### src/rtl/mcbsp_slave_tx.sv
// mcbsp_slave_tx: McBSP slave transmitter, serializes stream words framed by an external master's clk/fs.
// Define MCBSP_TX_DEBUG_EN to drive McBSP_fsx/McBSP_frm/McBSP_clkr; otherwise they are tied to 0.
module mcbsp_slave_tx #(
  parameter int WORD_BITS = 32,
  parameter int WORDS_PER_FRAME = 4,
  parameter int DATA_DELAY = 1
) (
  input  logic                 aclk,
  input  logic                 aresetn,
  input  logic                 enable,
  input  logic                 McBSP_clk,
  input  logic                 McBSP_fs,
  input  logic [WORD_BITS-1:0] s_axis_tdata,
  input  logic                 s_axis_tvalid,
  output logic                 s_axis_tready,
  output logic                 McBSP_tx,
  output logic                 McBSP_fsx,
  output logic                 McBSP_frm,
  output logic                 McBSP_clkr,
  output logic [31:0]          frame_count,
  output logic                 underrun
);
  localparam int BW = $clog2(WORD_BITS + 1);
  localparam int WW = $clog2(WORDS_PER_FRAME + 1);
  typedef enum logic [1:0] {IDLE, DELAY, SHIFT} stateT;
  stateT state, nextState;
  logic clkMeta, clkS, clkD, fsMeta, fsS, rise, fall;
  logic [1:0] dcnt;
  logic [BW-1:0] bitCnt;
  logic [WW-1:0] wordCnt;
  logic [WORD_BITS-1:0] shreg, hold, loadWord;
  logic holdValid, holdValidNext, accept, wordDone, lastWord;
  logic start, load, shift, endFrame;
  always_ff @(posedge aclk)
    if (!aresetn) {clkMeta, clkS, clkD, fsMeta, fsS} <= '0;
    else {clkMeta, clkS, clkD, fsMeta, fsS} <= {McBSP_clk, clkMeta, clkS, McBSP_fs, fsMeta};
  assign rise = clkS & ~clkD;
  assign fall = ~clkS & clkD;
  assign wordDone = bitCnt == BW'(WORD_BITS);
  assign lastWord = wordCnt == WW'(WORDS_PER_FRAME - 1);
  assign loadWord = holdValid ? hold : '0;
  assign accept = s_axis_tvalid & s_axis_tready;
  // a load and an accept may coincide only when the register was already empty
  assign holdValidNext = accept | (holdValid & ~load);
  always_ff @(posedge aclk)
    if (!aresetn) state <= IDLE;
    else state <= nextState;
  always_comb
    nextState = start ? DELAY : load ? SHIFT : endFrame ? IDLE : state;
  always_comb begin
    start = state == IDLE && fall && fsS && enable;
    load = rise && ((state == DELAY && dcnt == 2'd0) || (state == SHIFT && wordDone && !lastWord));
    shift = rise && state == SHIFT && !wordDone;
    endFrame = rise && state == SHIFT && wordDone && lastWord;
  end
  always_ff @(posedge aclk) begin
    if (!aresetn) begin
      dcnt <= '0;
      bitCnt <= '0;
      wordCnt <= '0;
      shreg <= '0;
      hold <= '0;
      holdValid <= 1'b0;
      s_axis_tready <= 1'b0;
      McBSP_tx <= 1'b0;
      frame_count <= '0;
      underrun <= 1'b0;
    end else begin
      if (start) dcnt <= 2'(DATA_DELAY - 1);
      else if (rise && state == DELAY && dcnt != 2'd0) dcnt <= dcnt - 2'd1;
      if (load) begin
        McBSP_tx <= loadWord[WORD_BITS-1];
        shreg <= loadWord << 1;
        bitCnt <= BW'(1);
        wordCnt <= state == DELAY ? '0 : wordCnt + WW'(1);
        underrun <= underrun | ~holdValid;
      end else if (shift) begin
        McBSP_tx <= shreg[WORD_BITS-1];
        shreg <= shreg << 1;
        bitCnt <= bitCnt + BW'(1);
      end else if (endFrame) begin
        McBSP_tx <= 1'b0;
        frame_count <= frame_count + 32'd1;
      end
      if (accept) hold <= s_axis_tdata;
      holdValid <= holdValidNext;
      s_axis_tready <= ~holdValidNext;
    end
  end
`ifdef MCBSP_TX_DEBUG_EN
  assign McBSP_fsx = state == DELAY && nextState == SHIFT;
  assign McBSP_frm = state == SHIFT;
  assign McBSP_clkr = clkS;
`else
  assign McBSP_fsx = 1'b0;
  assign McBSP_frm = 1'b0;
  assign McBSP_clkr = 1'b0;
`endif
endmodule

### config.mk
export PLATFORM = sky130hd
export DESIGN_NAME = mcbsp_slave_tx
export DESIGN_NICKNAME = d
export VERILOG_FILES = /design/src/rtl/mcbsp_slave_tx.sv
export SDC_FILE = /design/constraint.sdc
export NUM_CORES = 1
export LEC_CHECK = 0
export ABC_AREA = 1
export CAP_MARGIN = 40
export CORE_MARGIN = 5
export CORE_UTILIZATION = 35
export DETAILED_ROUTE_END_ITERATION = 8
export SLEW_MARGIN = 10
export SYNTH_ARGS = -nofsm -noshare
export SYNTH_HDL_FRONTEND = slang
export SYNTH_SLANG_ARGS = --single-unit
### constraint.sdc
create_clock -name aclk -period 5.15 [get_ports aclk]
set_clock_uncertainty 0.1 [all_clocks]
set_input_delay 0.7725 -clock aclk [delete_from_list [all_inputs] [get_ports aclk]]
set_output_delay 0.7725 -clock aclk [all_outputs]
set_load 0.02 [all_outputs]
## After elaboration in Yosys (flattened, before gate mapping)

Cells that the tools add are included.

| word-level totals | value |
|---|---|
| memories | 0 |
| word-level logic and storage cells | 77 |
| memory bits (writable) | 0 |
| latch bits | 0 |
| ROM bits | 0 |
| bits in registers | 117 |

| operators by class | value |
|---|---|
| shifts and indexed selects | 0 |
| equal/unequal tests | 4 |
| $mul | 0 |
| div/mod/pow operators | 0 |
| bitwise gates (word level) | 13 |
| $add $sub $neg | 4 |
| muxes and demuxes | 12 |
| reductions and logical operators | 26 |
| $lt $le $gt $ge | 0 |

Operators by type and width:

| operator | number |
|---|---|
| two-way mux 32 bit | 3 |
| adder 32 x 1 -> 32 bit (second input constant) | 1 |
| logical AND 1 bit | 13 |
| NOT 1 bit | 7 |
| adder 6 x 1 -> 6 bit (second input constant) | 1 |
| == test 6 bit (second input constant) | 1 |
| two-way mux 1 bit | 6 |
| nonzero test 2 bit | 3 |
| nonzero test 3 bit | 2 |
| AND 1 bit | 4 |
| zero test 2 bit | 2 |
| two-way mux 2 bit | 2 |
| OR reduction 2 bit | 2 |
| adder 3 x 1 -> 3 bit (second input constant) | 1 |
| == test 3 x 2 -> 1 bit (second input constant) | 1 |
| two-way mux 3 bit | 1 |
| AND reduction 3 bit | 1 |
| == test 2 x 1 -> 1 bit (second input constant) | 1 |
| == test 2 bit (second input constant) | 1 |
| zero test 1 bit | 2 |
| bitwise OR 1 bit | 2 |
| subtractor 2 x 1 -> 2 bit (second input constant) | 1 |
| logical OR 1 bit | 1 |

## Logic depth before layout (Yosys ltp)

| depth | value |
|---|---|
| depth after elaboration | 9 |
| gate-level depth with buffers | 12 |
| mapped depth without buffers | 11 |

## Worst setup path after synthesis

OpenSTA, ideal clock, no wires.

| timing path | value |
|---|---|
| kind | input to register |
| start | input aresetn |
| end | register frame_count[18] |
| required time | 4.972 ns |
| arrival time | 1.624 ns |
| path buffers | 2 |
| library setup time | 0.078 ns |
| stages | 4 |
| setup slack | 3.348 ns |
| path through | clkbuf_1 -> clkinv_1 -> clkbuf_1 -> nor3_1 |

RTL lines:

| element | RTL line | text |
|---|---|---|
| start, declared | 9 | `input logic aresetn,` |
| end signal, assigned | 83 | `frame_count <= frame_count + 32'd1;` |
| end, declared | 20 | `output logic [31:0] frame_count,` |

No word-level cell between the ends.

==> results.cfg <==
[routing]
num_vias = 4920
routed_wl_um = 13200
avgRoutedWirePerCell_um = 12.9
viasPerCell = 4.81
ant_nets = 0
drc = 0
drtPass1Iterations = 4
drt_iter0_drc = 273

[clock_tree]
tritoncts = yes
ctsHoldBuffers = 0
cts_buffers = 17
clk_latency_ps = 410
cts_resized = 0
htreeDepth = 4
clk_pin_slew_ps = 50
cts.sinks = 117
cts_root_buffer = clkbuf_16
cts_max_path_buffers = 2
postCtsSetupBuffers = 0

[synthesis]
synth_area_per_cell_um2 = 7.10
synth_top_family_by_area = simple AND/OR/NAND/NOR gates
postSynth.asyncResetShare_pct = 0
yosysWarnings = 0
ys_seq_area_share_pct = 43.3
synthesis.area_um2 = 5410
synth.area.mux_share_pct = 0
synth_area_leaders = dfxtp_1 (43%), nand2_1 (11%), nor2_1 (9.2%), o21ai_0 (5.6%), nand3_1 (5.1%)
post-synth-top-area-cell = dfxtp_1
synth_most_common_cell = nand2_1
synthAdderAreaFrac_pct = 1.39
synth_cell_types = 41
synth_xor_area_share_pct = 1.29
synthCells = 763
synth-edff-count = 0
synth_common_cells = nand2_1 (156), nor2_1 (133), dfxtp_1 (117), o21ai_0 (61), inv_1 (58)
ys_seq_elements = 117
synth_top_cell_area_share_pct = 43.3
synth_compound_area_share_pct = 11.8
synth-simple-area-share_pct = 33.7
synth-main-ff-cell = dfxtp_1

[worst_setup_path]
cp.arrival_ps = 2650
cp_max_fo = 56
start_kind = input pin
required_ps = 5380
endpoint_kind = flop
critPathKind = in2reg

[timing]
hold_viol = 0
maxSlewViolCount = 0
fin_crit_ps = 2420
relSlewSlack_pct = 51.6
fin_crit_sh_pct = 47.0
setup_viol = 0
setup-tns-final_ps = 0
fmax_mhz = 413
hold_slack_ps = 309
rsz0062_at_grt = no
worstMarginPinSlew_ps = 720

[layout]
drive_gt1_share_pct = 6.95
nFillCells = 1601
fin_area_um2 = 6780
num-nets-final = 867
multiInputGateArea_um2 = 2620
syn_to_final_growth_pct = 25.1
antenna_cells = 0
ff_latch_area_um2 = 2340

[placement]
placed_cell_area_um2 = 6210
dp_hpwl_um = 8730
gp_congestion = 0.774
portBuffers = 72

[grt]
grtUsageTotal_pct = 15.3
grt_max_degree = 57
grt_pass1_wl_um = 22500
antenna_found_initial = 0
grt_overflow = 0
grt_pass1_vias = 4728

[floorplan]
fp.dieW_um = 134
io_pins = 76
core_area_um2 = 15200
die-height_um = 134
start_util_pct = 35.6
row_count = 45
dieArea_um2 = 18100

[power]
vdd_drop_max_uv = 234
p_per_area_nw_per_um2 = 316
p_leak_uw = 0.00257

[outcome]
outcome = completed

[run]
maxCapViolCount = 0

[hold_path]
hp-class = reg2reg
[worst max-delay path, cell delays in order]
cell,delay (ps)
buf_2,440
buf_4,590
nand2_2,510
o21ai_0,300
[metrics by stage]
stage	utilization [%]	instances	setup WS [ps]	total power, uW
2_1_floorplan	-	765	3350	1020
3_3_place_gp	40.5	989	1930	1060
3_5_place_dp	40.9	991	2040	1060
4_1_cts	44.5	1022	2460	2160
5_1_grt	44.6	1023	2500	2220
6_report	44.6	1023	2730	2140
[registers in the layout, summed over array words and instances (netlist names), 2 cells and up]
name         flops
bitCnt           6
state            2
wordCnt          3
hold            32
shreg           31
frame_count     32
dcnt             2
[cell families after synthesis]
family,Yosys count
flip-flops,117
buffers and inverters,99
AND/OR/NAND/NOR,408
XOR/XNOR,8
other,1
adder cells (fa/ha/maj),6
AO/OA/AOI/OAI,124
[routing by layer]
layer | global-route usage (%) | up-vias | share of wire [%]
li1 | - | 2595 | -
met1 | 19.9 | 2219 | 49
met2 | 24.4 | 90 | 45
met3 | 3.75 | 16 | 4.2
met4 | 5.94 | 0 | 1.6
met5 | 0 | - | 0
[worst paths after layout]
path	startpoint	to	slack, ps	cells after the start
setup reg to reg	wordCnt[0]$_SDFFE_PN0P_	shreg[6]$_SDFFE_PN0P_	2810	8
hold / removal	fsMeta$_SDFF_PN0_	fsS$_SDFF_PN0_	310	2
hold reg to reg	fsMeta$_SDFF_PN0_	fsS$_SDFF_PN0_	310	2
setup / recovery	aresetn	shreg[6]$_SDFFE_PN0P_	2730	4
[cells in the final DEF (no fill, tap or decap), types with 2 or more instances in the layout]
cell type,netlist,final
buf_4,3,2
nor2_2,4,4
a21oi_2,2,2
o21ai_1,28,28
clkbuf_1,17,3
nand3b_1,6,6
nand3_1,55,55
o21ai_0,61,61
dfxtp_1,117,117
nor3_1,11,11
clkbuf_16,0,17
nand2_1,156,156
clkinv_2,0,4
nand2_2,4,4
xor2_1,3,3
xnor2_1,5,5
inv_1,58,58
ha_1,6,6
nand4_1,16,16
nor3b_1,2,2
conb_1,1,3
nand3_2,2,2
nor2_4,6,6
a21oi_1,28,28
nor2_1,133,133
clkdlybuf4s50_1,0,71
inv_2,2,2
nand2_4,2,2
or2_0,6,6
buf_16,0,2
clkbuf_8,0,3
[where the power goes]
| part | internal [uW] | leakage, uW | switching (uW) |
|---|---|---|---|
| combinational | 48.1 | 0.00135 | 55.7 |
| clock | 696 | 0.000273 | 397 |
| sequential | 928 | 0.000949 | 13.0 |
| total | 1670 | 0.00257 | 466 |
[layout make-up]
type                    instances  area share, %
clock buffers                  23           7.05
clock inverters                 8           1.11
inverters                      61           3.38
multi-input cells             549           38.7
flip-flops and latches        117           34.6
well taps                     188           3.47
repair buffers                 77           11.8
No activity file was read; power rests on OpenSTA's default activity.
